### config.mk
export PLATFORM = sky130hd
export DESIGN_NAME = status
export DESIGN_NICKNAME = d
export VERILOG_FILES = /design/src/rtl/status.sv
export SDC_FILE = /design/constraint.sdc
export NUM_CORES = 1
export LEC_CHECK = 0
export BUFFER_PORTS_ARGS = -buffer_cell sky130_fd_sc_hd__buf_2
export CAP_MARGIN = 20
export CORE_MARGIN = 5
export CORE_UTILIZATION = 40
export CTS_BUF_LIST = sky130_fd_sc_hd__clkbuf_8
export DETAILED_ROUTE_END_ITERATION = 10
export GPL_TIMING_DRIVEN = 0
export PLACE_DENSITY = 0.64
export SYNTH_ARGS = -nofsm -noshare
export SYNTH_HDL_FRONTEND = slang
export SYNTH_SLANG_ARGS = --single-unit
### constraint.sdc
create_clock -name clock -period 8.13 [get_ports clock]
set_clock_uncertainty 0.05 [all_clocks]
set_input_delay 1.626 -clock clock [delete_from_list [all_inputs] [get_ports clock]]
set_output_delay 1.626 -clock clock [all_outputs]
set_load 0.05 [all_outputs]
### src/rtl/status.sv
// Reaction-game core: shows an LFSR target on the LEDs, waits for the player to
// raise exactly those switches before a level-dependent timeout, and keeps a BCD score.
module status #(
   parameter int SHOW_CYCLES = 16,
   parameter int TIME_BASE   = 256,
   parameter int TIME_STEP   = 16,
   parameter int MAX_LEVEL   = 9
) (
   input  logic       clock,
   input  logic       start,
   input  logic [9:0] switch,
   output logic [9:0] led,
   output logic [6:0] point_msb,
   output logic [6:0] point_lsb,
   output logic [6:0] level_out,
   output logic       splitter
);

   typedef enum logic [3:0] {
      S_OVER    = 4'd0,
      S_IDLE    = 4'd1,
      S_RELEASE = 4'd2,
      S_LOAD    = 4'd3,
      S_SHOW    = 4'd4,
      S_INPUT   = 4'd5,
      S_SCORE   = 4'd6
   } state_e;

   state_e      _current, current_d;
   logic [15:0] count_q, count_d;
   logic [3:0]  level_in, level_d;
   logic [3:0]  tens_q, tens_d;
   logic [3:0]  ones_q, ones_d;
   logic [9:0]  pattern_q, pattern_d;
   logic [9:0]  lfsr_q, lfsr_next;
   logic [15:0] step_off, limit;
   logic [4:0]  ones_sum;

   function automatic logic [6:0] seg7(input logic [3:0] d);
      case (d)
         4'd0:    seg7 = 7'h40;
         4'd1:    seg7 = 7'h79;
         4'd2:    seg7 = 7'h24;
         4'd3:    seg7 = 7'h30;
         4'd4:    seg7 = 7'h19;
         4'd5:    seg7 = 7'h12;
         4'd6:    seg7 = 7'h02;
         4'd7:    seg7 = 7'h78;
         4'd8:    seg7 = 7'h00;
         4'd9:    seg7 = 7'h10;
         default: seg7 = 7'h7F;
      endcase
   endfunction

   // x^10 + x^7 + 1
   assign lfsr_next = {lfsr_q[8:0], lfsr_q[9] ^ lfsr_q[6]};

   // Timeout shrinks by TIME_STEP per level, floored at 8 cycles.
   assign step_off = 16'(level_in - 4'd1) * 16'(TIME_STEP);
   assign limit    = (16'(TIME_BASE) >= step_off + 16'd8) ? 16'(TIME_BASE) - step_off : 16'd8;
   assign ones_sum = {1'b0, ones_q} + {1'b0, level_in};

   always_comb begin
      current_d = _current;
      count_d   = count_q;
      level_d   = level_in;
      tens_d    = tens_q;
      ones_d    = ones_q;
      pattern_d = pattern_q;
      case (_current)
         S_OVER: current_d = S_OVER;
         S_IDLE: if (switch[9]) current_d = S_RELEASE;
         S_RELEASE: if (switch == 10'd0) current_d = S_LOAD;
         S_LOAD: begin
            pattern_d = (lfsr_q == 10'd0) ? 10'h001 : lfsr_q;
            count_d   = 16'd0;
            current_d = S_SHOW;
         end
         S_SHOW: begin
            if (count_q == 16'(SHOW_CYCLES - 1)) begin
               count_d   = 16'd0;
               current_d = S_INPUT;
            end else begin
               count_d = count_q + 16'd1;
            end
         end
         S_INPUT: begin
            count_d = count_q + 16'd1;
            if ((switch & ~pattern_q) != 10'd0)  current_d = S_OVER;
            else if (switch == pattern_q)        current_d = S_SCORE;
            else if (count_q == limit - 16'd1)   current_d = S_OVER;
         end
         S_SCORE: begin
            // Level is a single digit, so at most one carry into the tens.
            if (ones_sum >= 5'd10) begin
               if (tens_q >= 4'd9) begin
                  tens_d = 4'd9;
                  ones_d = 4'd9;
               end else begin
                  tens_d = tens_q + 4'd1;
                  ones_d = 4'(ones_sum - 5'd10);
               end
            end else begin
               ones_d = ones_sum[3:0];
            end
            if (level_in == 4'(MAX_LEVEL)) begin
               current_d = S_OVER;
            end else begin
               level_d   = level_in + 4'd1;
               current_d = S_RELEASE;
            end
         end
         default: current_d = S_OVER;
      endcase
   end

   always_ff @(posedge clock) begin
      if (start) begin
         _current  <= S_IDLE;
         count_q   <= 16'd0;
         level_in  <= 4'd1;
         tens_q    <= 4'd0;
         ones_q    <= 4'd0;
         pattern_q <= 10'd0;
         lfsr_q    <= 10'h2A5;
         led       <= 10'd0;
         point_msb <= 7'h40;
         point_lsb <= 7'h40;
         level_out <= 7'h79;
         splitter  <= 1'b1;
      end else begin
         _current  <= current_d;
         count_q   <= count_d;
         level_in  <= level_d;
         tens_q    <= tens_d;
         ones_q    <= ones_d;
         pattern_q <= pattern_d;
         lfsr_q    <= lfsr_next;
         // Outputs are registered from next-state values so they track the state exactly.
         led       <= (current_d == S_SHOW || current_d == S_INPUT) ? pattern_d : 10'd0;
         point_msb <= seg7(tens_d);
         point_lsb <= seg7(ones_d);
         level_out <= (level_d >= 4'd1 && level_d <= 4'd9) ? seg7(level_d) : 7'h7F;
         splitter  <= (current_d != S_OVER);
      end
   end

endmodule

==> summary.md <==
| Metric | Value |
|---|---|
| Outcome | `completed` |
| Clock H-tree levels | `3` |
| WP data required | `8.31 ns` |
| GRT Overall Usage | `16.13%` |
| Async SR Flop Fraction | `0%` |
| Crit path capture type | `register` |
| Post-synthesis register bit count | `84` |
| Grt ovf | `0` |
| GP Congestion | `0.8551` |
| Wire length of the first global-routing pass | `19090 microns` |
| Mean Syn Cell Area | `8.747 sq um` |
| TritonCTS Buffers | `9` |
| Site Rows | `40` |
| RR Endpoint | `point_msb[0]` |
| RR Startpoint | `level_in[0]` |
| DRC viols | `0` |
| Max incr delay on CP | `0.56 ns` |
| Actual slew at the worst max-slew pin | `0.7380 ns` |
| Netlist cell types | `79` |
| Mapped Cells | `551` |
| Crit share post-route | `50.77%` |
| Clk slew on worst S/H paths | `0.09 ns` |
| Met1 Resource Use GR | `21.23%` |
| Cell Int Power | `0.5836 mW` |
| Slew margin rel. | `50.47%` |
| Finished Cell Area | `0.005428 sq mm` |
| Core footprint | `0.01191 sq mm` |
| Clock Tree Root | `clkbuf_8` |
| Power Density | `141.3 mW/mm^2` |
| Comb pwr share | `4.3%` |
| Final HPWL DP | `8599 microns` |
| R2r setup slk | `4.00 ns` |
| Die Footprint | `0.01434 sq mm` |
| Die H | `119.8 microns` |
| Max-cap violation count | `0` |
| Sequential fraction of the synthesis area | `34.89%` |
| GRT met3 Usage | `3.252%` |
| Worst skew pair latency | `0.36 ns` |
| Worst path slowest cell | `o21ai_0` |
| Effective utilization at floorplan | `40.46%` |
| Fillcell total | `1197` |
| CP top delay family | `adder cells` |
| Net count after synthesis | `602` |
| Pre-antenna DRT Iters | `4` |
| Startpoint types | `register` |
| FMAX | `242.2 MHz` |
| Worst Hold Class | `register to register` |
| Area Growth Syn to Fin | `12.62%` |
| Routed vias | `4059` |
| Yosys top cell area share | `34.89%` |
| Initial antenna violation count | `0` |
| Final hold vios | `0` |
| Reported leakage power | `2.255 nW` |
| CP Launch Point | `level_in[0]` |
| R2r worst-path depth | `13` |
| Post-DR wirelength/cell | `14.87 microns` |
| Clk sinks | `84` |
| Synth cell count leaders | `84 x dfxtp_1, 47 x nand2_1, 46 x nor2_1, 38 x ha_1, 34 x inv_1` |
| Top-count cell post-synth | `dfxtp_1` |
| Post-CTS Setup Bufs | `0` |
| Met2 GRT Util | `27.30%` |
| Nets | `656` |
| Slew Viols, Final | `0` |
| Final WL | `11260 microns` |
| Hold endpoint | `lfsr_q[1]` |
| Routed vias/inst | `5.362` |
| Hold depth | `1` |
| Final setup fails | `0` |
| Cell Area, Synth | `0.004820 sq mm` |
| RSZ-0062 raised after global routing | `false` |
| Port bufs | `43` |
| Hold path start | `lfsr_q[0]` |
| Busiest grt layer | `met2` |
| Critical path depth | `13` |
| Sequential Power Share | `54.8%` |
| Vias in the first global route | `4035` |
| Tmin final | `4.128 ns` |
| Area post-placement | `0.005219 sq mm` |
| Crit path DAT | `4.31 ns` |
| Sw Ratio | `23.92%` |
| Number of enable flip-flop cells after synthesis | `0` |
| Pin count of the biggest net entering global routing | `16` |
| Synth area leader | `dfxtp_1` |
| Starting DRT DRC Count | `261` |
| Peak VDD IR | `69.88 uV` |
| Ports | `44` |
| Net switching power | `0.1835 mW` |
| Setup CP Type | `register to register` |
| Resized Gates After CTS | `0` |
| Setup tns final | `0 ns` |
| Final Util | `45.57%` |
| Most used cell, CP | `ha_1` |
| Top post-synthesis cells by area | `dfxtp_1 35%, ha_1 9.9%, nand2_1 3.7%, nor2_1 3.6%, a21oi_1 3.3%` |
| Routed Antenna Nets | `0` |
| Die X | `119.8 microns` |
| Crit-path max FO | `8` |
| Clk pwr share | `40.9%` |
| Ys Warns | `0` |
| Top_reg_cell synth | `dfxtp_1` |
| Hold_buf cts | `0` |
| Ant diodes | `0` |
| Worst-path cell chain | `ha_1 -> fa_1 -> xnor2_2 -> ha_1 -> inv_1 -> a311oi_4 -> o31a_2 -> nor2_2 -> o21ai_0 -> inv_1 -> ha_1 -> mux2i_1 -> a221oi_2` |
| Clk buf depth | `2` |
| Crit path buf inv count | `2` |
| Share of post-route cells with drive strength above 1 | `17.05%` |
| CTS tree | `built` |
cells by family (layout without fill, tap and decap cells):
kind of cell	after synthesis	in the layout	share of synthesized area (%)
AOI/OAI and AO/OA	113	113	17.96
xor gates and xnor gates	29	29	5.582
adders and majority gates	39	39	10.28
buffers and inverters	61	120	5.140
DFF	84	84	34.89
muxes	12	12	2.518
other	1	1	0.07781
and+or+nand+nor	212	212	23.55
per-stage QoR:
stage | power (mW) | setup slack (ns) | instances | hold slack (ns)
3_5_place_dp | 0.4630 | 4.043 | 741 | 0.4043
2_1_floorplan | 0.4512 | 4.677 | 551 | 0.3887
6_report | 0.7671 | 4.002 | 757 | 0.4200
3_3_place_gp | 0.4622 | 4.063 | 741 | 0.4055
5_1_grt | 0.8003 | 3.761 | 757 | 0.4549
4_1_cts | 0.7785 | 4.024 | 757 | 0.4196
cell usage in the layout, fill, tap and decap left out, drive strengths merged, types with 12 or more instances in the layout:
master / count
dfxtp: 84
buf: 55
nand2: 48
nor2: 47
inv: 39
ha: 38
a21oi: 32
nor2b: 22
clkbuf: 22
o21ai: 18
nand3: 15
xnor2: 15
xor2: 14
and3: 12
nor4: 12
worst max path at each step:
stage | endpoint | slack (ns)
2_1_floorplan | point_msb[3] | 4.68
3_3_place_gp | point_msb[0] | 4.06
3_5_place_dp | point_msb[0] | 4.04
4_1_cts | point_msb[0] | 4.02
5_1_grt | point_msb[0] | 3.76
6_report | point_msb[0] | 4.00
routing by layer:
metal | share of wire [%] | wire length, microns
met5 | 0 | 0
met2 | 49 | 5467
met3 | 3.9 | 436
met1 | 47 | 5272
met4 | 0.70 | 79
cell type report:
cell class / instances / area, sq um / share of cell area (%)
multi-input cells: 406 / 2890 / 53.25
flip-flops and latches: 84 / 1682 / 30.98
repair buffers: 43 / 215.2 / 3.965
well taps: 147 / 183.9 / 3.389
inverters: 37 / 140.1 / 2.582
clock buffers: 10 / 137.6 / 2.536
plain buffers: 24 / 107.6 / 1.982
clock inverters: 6 / 71.32 / 1.314
power groups by stage:
stage	combinational, mW	sequential [mW]	clock, mW
after floorplan	0.0205	0.431	0
after global placement	0.0324	0.430	0
after detailed placement	0.0331	0.430	0
after CTS	0.0333	0.420	0.325
after global routing	0.0374	0.421	0.342
final	0.0331	0.420	0.314
registers in the layout, summed over array words and instances (netlist names), 4 cells and up:
register	flops
count_q	16
led	10
lfsr_q	10
pattern_q	10
level_out	7
point_lsb	7
point_msb	7
_current	4
level_in	4
ones_q	4
tens_q	4
Note: power is estimated with default switching activity, not from simulation.
